--- config.mk ---
export PLATFORM = sky130hd
export DESIGN_NAME = pulse_classify
export DESIGN_NICKNAME = d
export VERILOG_FILES = /design/src/rtl/pulse_classify.sv
export SDC_FILE = /design/constraint.sdc
export NUM_CORES = 1
export LEC_CHECK = 0
export BUFFER_PORTS_ARGS = -buffer_cell sky130_fd_sc_hd__buf_4
export CAP_MARGIN = 15
export CELL_PAD_IN_SITES_DETAIL_PLACEMENT = 1
export CELL_PAD_IN_SITES_GLOBAL_PLACEMENT = 2
export CORE_ASPECT_RATIO = 1.2
export CORE_MARGIN = 4
export CORE_UTILIZATION = 38
export DETAILED_ROUTE_END_ITERATION = 6
export PLACE_DENSITY = 0.88
export SLEW_MARGIN = 40
export SYNTH_ARGS = -nofsm -noshare
export SYNTH_HDL_FRONTEND = slang
export SYNTH_SLANG_ARGS = --single-unit
--- constraint.sdc ---
create_clock -name clk -period 3.45 [get_ports clk]
set_clock_uncertainty 0.15 [all_clocks]
set_input_delay 0.1725 -clock clk [delete_from_list [all_inputs] [get_ports clk]]
set_output_delay 0.1725 -clock clk [all_outputs]
set_load 0.05 [all_outputs]
--- src/rtl/pulse_classify.sv ---
// Pulse-width symbol decoder: classifies each high pulse as short/long against 1.5 x minimum.
// Optional long-low "gap" detector is enabled with `define PULSE_CLASSIFY_GAP_EN.
module pulse_classify #(
  parameter int N_BITS = 8
) (
  input  logic              clk,
  input  logic              reset,
  input  logic              pulse_in,
  input  logic [N_BITS-1:0] minimum,
  input  logic              min_valid,
  output logic              sym_valid,
  output logic              sym_long,
  output logic [N_BITS-1:0] sym_len,
  output logic              overflow,
  output logic              gap
);

  typedef enum logic [1:0] {
    WAIT0 = 2'd0,
    IDLE  = 2'd1,
    HIGH  = 2'd2
  } state_t;

  localparam logic [N_BITS-1:0] CNT_MAX = {N_BITS{1'b1}};

  state_t            state_q, state_d;
  logic [N_BITS-1:0] cnt_q, cnt_d;
  logic              sat_q, sat_d;
  logic [N_BITS:0]   thr_q, thr_d;
  logic              thr_ok_q, thr_ok_d;
  logic              sym_valid_q, sym_valid_d;
  logic              sym_long_q, sym_long_d;
  logic [N_BITS-1:0] sym_len_q, sym_len_d;
  logic              overflow_q, overflow_d;

  always_ff @(posedge clk or posedge reset) begin
    if (reset) begin
      state_q <= WAIT0;
    end else begin
      state_q <= state_d;
    end
  end

  always_comb begin
    state_d = state_q;
    case (state_q)
      WAIT0:   state_d = pulse_in ? WAIT0 : IDLE;
      IDLE:    state_d = pulse_in ? HIGH : IDLE;
      HIGH:    state_d = pulse_in ? HIGH : IDLE;
      default: state_d = WAIT0;
    endcase
  end

  // Length counter saturates; sat marks that at least one increment was lost.
  always_comb begin
    cnt_d = cnt_q;
    sat_d = sat_q;
    case (state_q)
      IDLE: begin
        cnt_d = pulse_in ? {{(N_BITS-1){1'b0}}, 1'b1} : {N_BITS{1'b0}};
        sat_d = 1'b0;
      end
      HIGH: begin
        if (!pulse_in) begin
          cnt_d = {N_BITS{1'b0}};
          sat_d = 1'b0;
        end else if (cnt_q == CNT_MAX) begin
          sat_d = 1'b1;
        end else begin
          cnt_d = cnt_q + {{(N_BITS-1){1'b0}}, 1'b1};
        end
      end
      default: begin
        cnt_d = {N_BITS{1'b0}};
        sat_d = 1'b0;
      end
    endcase
  end

  always_comb begin
    if (min_valid) begin
      thr_d    = {1'b0, minimum} + {2'b00, minimum[N_BITS-1:1]};
      thr_ok_d = 1'b1;
    end else begin
      thr_d    = thr_q;
      thr_ok_d = thr_ok_q;
    end
  end

  // Symbol outputs: strobe for one cycle, payload held until the next symbol.
  always_comb begin
    sym_valid_d = (state_q == HIGH) && !pulse_in && thr_ok_q;
    if (sym_valid_d) begin
      sym_len_d  = cnt_q;
      overflow_d = sat_q;
      sym_long_d = sat_q || ({1'b0, cnt_q} > thr_q);
    end else begin
      sym_len_d  = sym_len_q;
      overflow_d = overflow_q;
      sym_long_d = sym_long_q;
    end
  end

  always_ff @(posedge clk or posedge reset) begin
    if (reset) begin
      cnt_q       <= {N_BITS{1'b0}};
      sat_q       <= 1'b0;
      thr_q       <= {(N_BITS+1){1'b0}};
      thr_ok_q    <= 1'b0;
      sym_valid_q <= 1'b0;
      sym_long_q  <= 1'b0;
      sym_len_q   <= {N_BITS{1'b0}};
      overflow_q  <= 1'b0;
    end else begin
      cnt_q       <= cnt_d;
      sat_q       <= sat_d;
      thr_q       <= thr_d;
      thr_ok_q    <= thr_ok_d;
      sym_valid_q <= sym_valid_d;
      sym_long_q  <= sym_long_d;
      sym_len_q   <= sym_len_d;
      overflow_q  <= overflow_d;
    end
  end

  assign sym_valid = sym_valid_q;
  assign sym_long  = sym_long_q;
  assign sym_len   = sym_len_q;
  assign overflow  = overflow_q;

`ifdef PULSE_CLASSIFY_GAP_EN
  localparam logic [N_BITS+1:0] LOW_MAX = {(N_BITS+2){1'b1}};

  logic [N_BITS+1:0] low_q, low_d;
  logic [N_BITS+1:0] limit_s;
  logic              gap_done_q, gap_done_d;
  logic              gap_q, gap_d;

  assign limit_s = {thr_q, 1'b0};

  // The sample that ends a pulse (or arms WAIT0) is the first counted low cycle.
  always_comb begin
    low_d      = low_q;
    gap_done_d = gap_done_q;
    gap_d      = 1'b0;
    case (state_q)
      IDLE: begin
        if (pulse_in) begin
          low_d      = {(N_BITS+2){1'b0}};
          gap_done_d = 1'b0;
        end else if (low_q != LOW_MAX) begin
          low_d = low_q + {{(N_BITS+1){1'b0}}, 1'b1};
        end else begin
          low_d = low_q;
        end
      end
      default: begin
        low_d      = pulse_in ? {(N_BITS+2){1'b0}} : {{(N_BITS+1){1'b0}}, 1'b1};
        gap_done_d = 1'b0;
      end
    endcase
    if ((state_d == IDLE) && !gap_done_d && thr_ok_q && (low_d >= limit_s)) begin
      gap_d      = 1'b1;
      gap_done_d = 1'b1;
    end else begin
      gap_d = 1'b0;
    end
  end

  always_ff @(posedge clk or posedge reset) begin
    if (reset) begin
      low_q      <= {(N_BITS+2){1'b0}};
      gap_done_q <= 1'b0;
      gap_q      <= 1'b0;
    end else begin
      low_q      <= low_d;
      gap_done_q <= gap_done_d;
      gap_q      <= gap_d;
    end
  end

  assign gap = gap_q;
`else
  assign gap = 1'b0;
`endif

endmodule

# Word level (Yosys, flattened, before mapping)
# Index checks and enable logic that the tools add are counted.
[op_classes] n_addsub=2 order_cmp=1 n_eq_ne=5 mux=10 reduce_logical=6
[ops] cell="8-bit 2-to-1 mux" count=2
[ops] cell="8-bit one-hot mux with 2 select lines" count=1
[ops] cell="8-bit by 7-bit adder with 9-bit output" count=1
[ops] cell="8-bit by 9-bit greater-than comparator with 1-bit output" count=1
[ops] cell="8-bit by 1-bit adder with 8-bit output (second input constant)" count=1
[ops] cell="8-bit == test (second input constant)" count=1
[ops] cell="3-bit != test (second input constant)" count=2
[ops] cell="1-bit 2-to-1 mux" count=5
[ops] cell="2-bit one-hot mux with 2 select lines" count=1
[ops] cell="2-bit by 1-bit == test with 1-bit output (second input constant)" count=1
[ops] cell="2-bit == test (second input constant)" count=1
[ops] cell="1-bit logical AND" count=2
[ops] cell="2-bit zero test" count=1
[ops] cell="2-bit 2-to-1 mux" count=1
[ops] cell="2-bit OR reduction" count=1
[ops] cell="1-bit zero test" count=1
[ops] cell="1-bit logical OR" count=1
[word_totals] register_bits=32 inputBits=12 output_inout_bits=12

# Longest topological paths before layout
[depth] ltp_word=4 mapped_depth=7 mapped_depth_nobuf=7

# Worst setup path before layout
# No wires, ideal clock.
[synth_timing] path_type="input-to-reg" start="in minimum[0]" end="reg thr_q[6]" arrival_time_ps=1672 required_ps=3177 path_slack_ps=1505 stages=7 path_cell_list="ha_1 > fa_1 > a21o_1 > a311o_1 > a21oi_2 > xnor2_1 > a21oi_1"
[synth_between] elab_chain_cells=1
[synth_lines] item="from (decl)" line="9" source="input logic [N_BITS-1:0] minimum,"
[synth_lines] item="8-bit by 7-bit adder with 9-bit output" line="82" source="thr_d = {1'b0, minimum} + {2'b00, minimum[N_BITS-1:1]};"
[synth_lines] item="to (signal assigned)" line="108" source="thr_q <= {(N_BITS+1){1'b0}};"
[synth_lines] item="to (signal assigned)" line="117" source="thr_q <= thr_d;"
[synth_lines] item="to (decl)" line="29" source="logic [N_BITS:0] thr_q, thr_d;"
# Every way passes these cells.
# A chain may end at the register's enable or synchronous reset.

# Final worst setup path
[layout_timing] start="reg state_q[0]" end="reg sym_long_q, in the netlist sym_long"
[layout_between] elab_chain_cells=3
[layout_lines] item="from (decl)" line="26" source="state_t state_q, state_d;"
[layout_lines] item="from (signal assigned)" line="40" source="state_q <= state_d;"
[layout_lines] item="2-bit == test" line="92" source="sym_valid_d = (state_q == HIGH) && !pulse_in && thr_ok_q;"
[layout_lines] item="1-bit logical AND (2 in series)" line="92"
[layout_lines] item="net sym_valid_d" line="31" source="logic sym_valid_q, sym_valid_d;"
[layout_lines] item="to (signal assigned)" line="120" source="sym_long_q <= sym_long_d;"
[layout_lines] item="to (decl)" line="32" source="logic sym_long_q, sym_long_d;"
# The timed path passes the listed nets, and every way through them passes these cells.

==> out/metrics.cfg <==
[run_status]
status = finished, final reports clean

[yosys]
synthTopCellsByCount = 36 x nand2_1, 32 x dfrtp_1, 22 x ha_1
synth_top_area_share = 0.4216
synth_area_leader_cell = dfrtp_1
synth-seq-area-share = 0.4216
yosys_register_bits = 32
postSynthCellCount = 207
syn_avg_cell_area_um2 = 9.175
synthTopCellsByArea = dfrtp_1 42%, ha_1 14%, nand2_1 7.1%
ys_types = 42
yosys_most_used_dff = dfrtp_1
synth_edf_count = 0
yosys_warnings = 0
synth_area_um2 = 1899
async_flop_share = 1.000
synthesis.nets = 242
synth.most_common_cell = nand2_1

[global_route]
grt_use_met3 = 0.02844
grt_pass1_vias = 1620
grt.busiest_layer = met2
use_met1 = 0.1702
grt_pass1_wl_um = 7245
grt_max_degree = 33
antenna_found_initial = 0
grt_use_total = 0.1479
use_met2 = 0.2603
grt_overflow = 0

[clock_tree]
cts_sinks = 32
htreeDepth = 2
numCtsBuffers = 5
tritoncts = built
clk_path_buf_depth = 2
cts.repair.resized = 0
worst_skew_pair.late_latency_ns = 0.28
clkTransAtPathRegs_ns = 0.06
postCtsSetupBuffers = 0
cts_root_buffer = clkbuf_8

[floorplan]
initial_core_util = 0.4016
dieArea_um2 = 6198
die_w_um = 72.54
rows = 27
io_pins = 24
core_um2 = 4730
dieHeight_um = 85.45

[timing]
setup-violations-final = 0
hold_violations = 0
slew_viol_final = 0
finalSetupTns_ns = 0
hold_slack_ns = 0.07025
rsz0062_at_grt = false
period_needed_ns = 2.015
fmax_mhz = 496.2
post-route-period-util = 0.5842

[routing]
drc = 0
ant_nets = 0
firstDrtPassIters = 3
drt-wirelength-per-cell_um = 13.52
vias_per_cell = 5.088
wirelength_um = 3975
first_iter_violations = 44
num_vias = 1496

[worst_setup_path]
arrival_ns = 2.02
cp_slowest_stage_delay_ns = 0.40
criticalPathCategory = reg2reg
crit_required_ns = 3.46
path_cells = inv_1 -> ha_1 -> nand3b_1 -> clkinv_1 -> nand2_1 -> o211ai_1
end_kind = flip-flop
startpoint_type = flip-flop
crit_path_top_delay_cell = nand3b_1
critical_path_peak_fanout = 12

[power]
pwr_density_cell_nw_per_um2 = 470.3
vdd_ir_drop_max_mv = 0.1533
p_leak_nw = 1.129

[place]
dp_hpwl_um = 3107
placed_cells = 284
globalplace.congestion = 0.7315
port_buffers = 22

[final_layout]
fillers = 584
drive_gt1_frac = 0.1398
final_cells = 294
antenna_cells = 0
final_core_util = 0.4696
nets = 270
area_growth_pct = 16.93

[worst_hold_path]
hold_path.class = in2reg

[flow_run]
maxCapViolCount = 0

state kept, by name, summed over array words and instances, names as in the netlist:
| name | count |
|---|---|
| sat_q | 1 |
| cnt_q | 8 |
| state_q | 2 |
| overflow | 1 |
| sym_valid | 1 |
| sym_long | 1 |
| sym_len | 8 |
| thr_ok_q | 1 |
| thr_q | 9 |
per-stage QoR:
stage	cell area (um2)	worst slack (ns)	power [W]
floorplan	1899	1.505	0.0006712
global placement	2111	1.315	0.0007565
detailed placement	2111	1.269	0.0007665
CTS	2221	1.384	0.001067
global route	2221	1.188	0.001125
finish	2221	1.435	0.001044
final cells by class:
class                      instances  area (um2)  share of cell area
multi-input combinational        154        1001              0.4507
clock buffer                       8       90.09             0.04056
timing repair buffer              25       192.7             0.08676
tap                               58       72.57             0.03268
sequential                        32       800.8              0.3606
inverter                          17       63.81             0.02873
path summary, 6_finish.rpt:
check                      slack [ns]  cells past startpoint  startpoint    endpoint
max in group asynchronous        2.47                      4       reset  state_q[1]
min reg2reg                      0.33                      2  sym_len[6]  sym_len[6]
min in group asynchronous        0.40                      4       reset  sym_len[5]
max                              1.43                      6  state_q[0]    sym_long
min                              0.07                      2   min_valid    thr_q[2]
max reg2reg                      1.43                      6  state_q[0]    sym_long
cell families after synthesis:
family	count (synthesis)	synth area share
simple gates	79	0.1845
fa+ha+maj	23	0.1555
flops	32	0.4216
mux	2	0.01120
compound gates	41	0.1370
other cells	1	0.001974
buf+inv	21	0.05138
xor+xnor	8	0.03689
critical path: cells and delay by family (launching register included):
family / cells / cell delay (ns)
compound gates: 1 / 0.09
fa+ha+maj: 1 / 0.26
buf+inv: 2 / 0.44
flops: 1 / 0.37
simple gates: 2 / 0.58
layout by cell type, fill, tap and decap left out, types with 2 or more instances in the layout:
cell and instances:
nand2_1 36, dfrtp_1 32, clkbuf_1 2, o21bai_1 2, clkbuf_8 6, a31oi_1 3, a21o_1 4, nor3_1 2
a211oi_1 3, dlygate4sd3_1 2, o21ai_0 8, a21oi_1 12, nand3_1 8, xor2_1 3, nand2b_1 2, xnor2_1 5
ha_1 22, o211ai_1 2, inv_1 16, buf_4 23, nor2_1 20, and2_1 2
routing by layer:
| metal | vias up | wire length, um | part of all wire |
|---|---|---|---|
| met5 | - | 0 | 0 |
| met4 | 0 | 90 | 0.023 |
| met3 | 8 | 152 | 0.038 |
| met2 | 27 | 2062 | 0.52 |
| met1 | 704 | 1670 | 0.42 |
| li1 | 757 | - | - |
timing repair:
action | CTS | global route
endpoints found under the hold margin | 33 | 0
setup endpoints to repair | 0 | 0
hold buffers | 2 | 0
power by group:
part           total (W)  internal (W)  switching [W]
clock network   0.000293      0.000162       0.000130
registers       0.000443      0.000416      0.0000268
logic           0.000309      0.000113       0.000195
total            0.00104      0.000692       0.000352
Note: power is estimated with default switching activity, not from simulation.
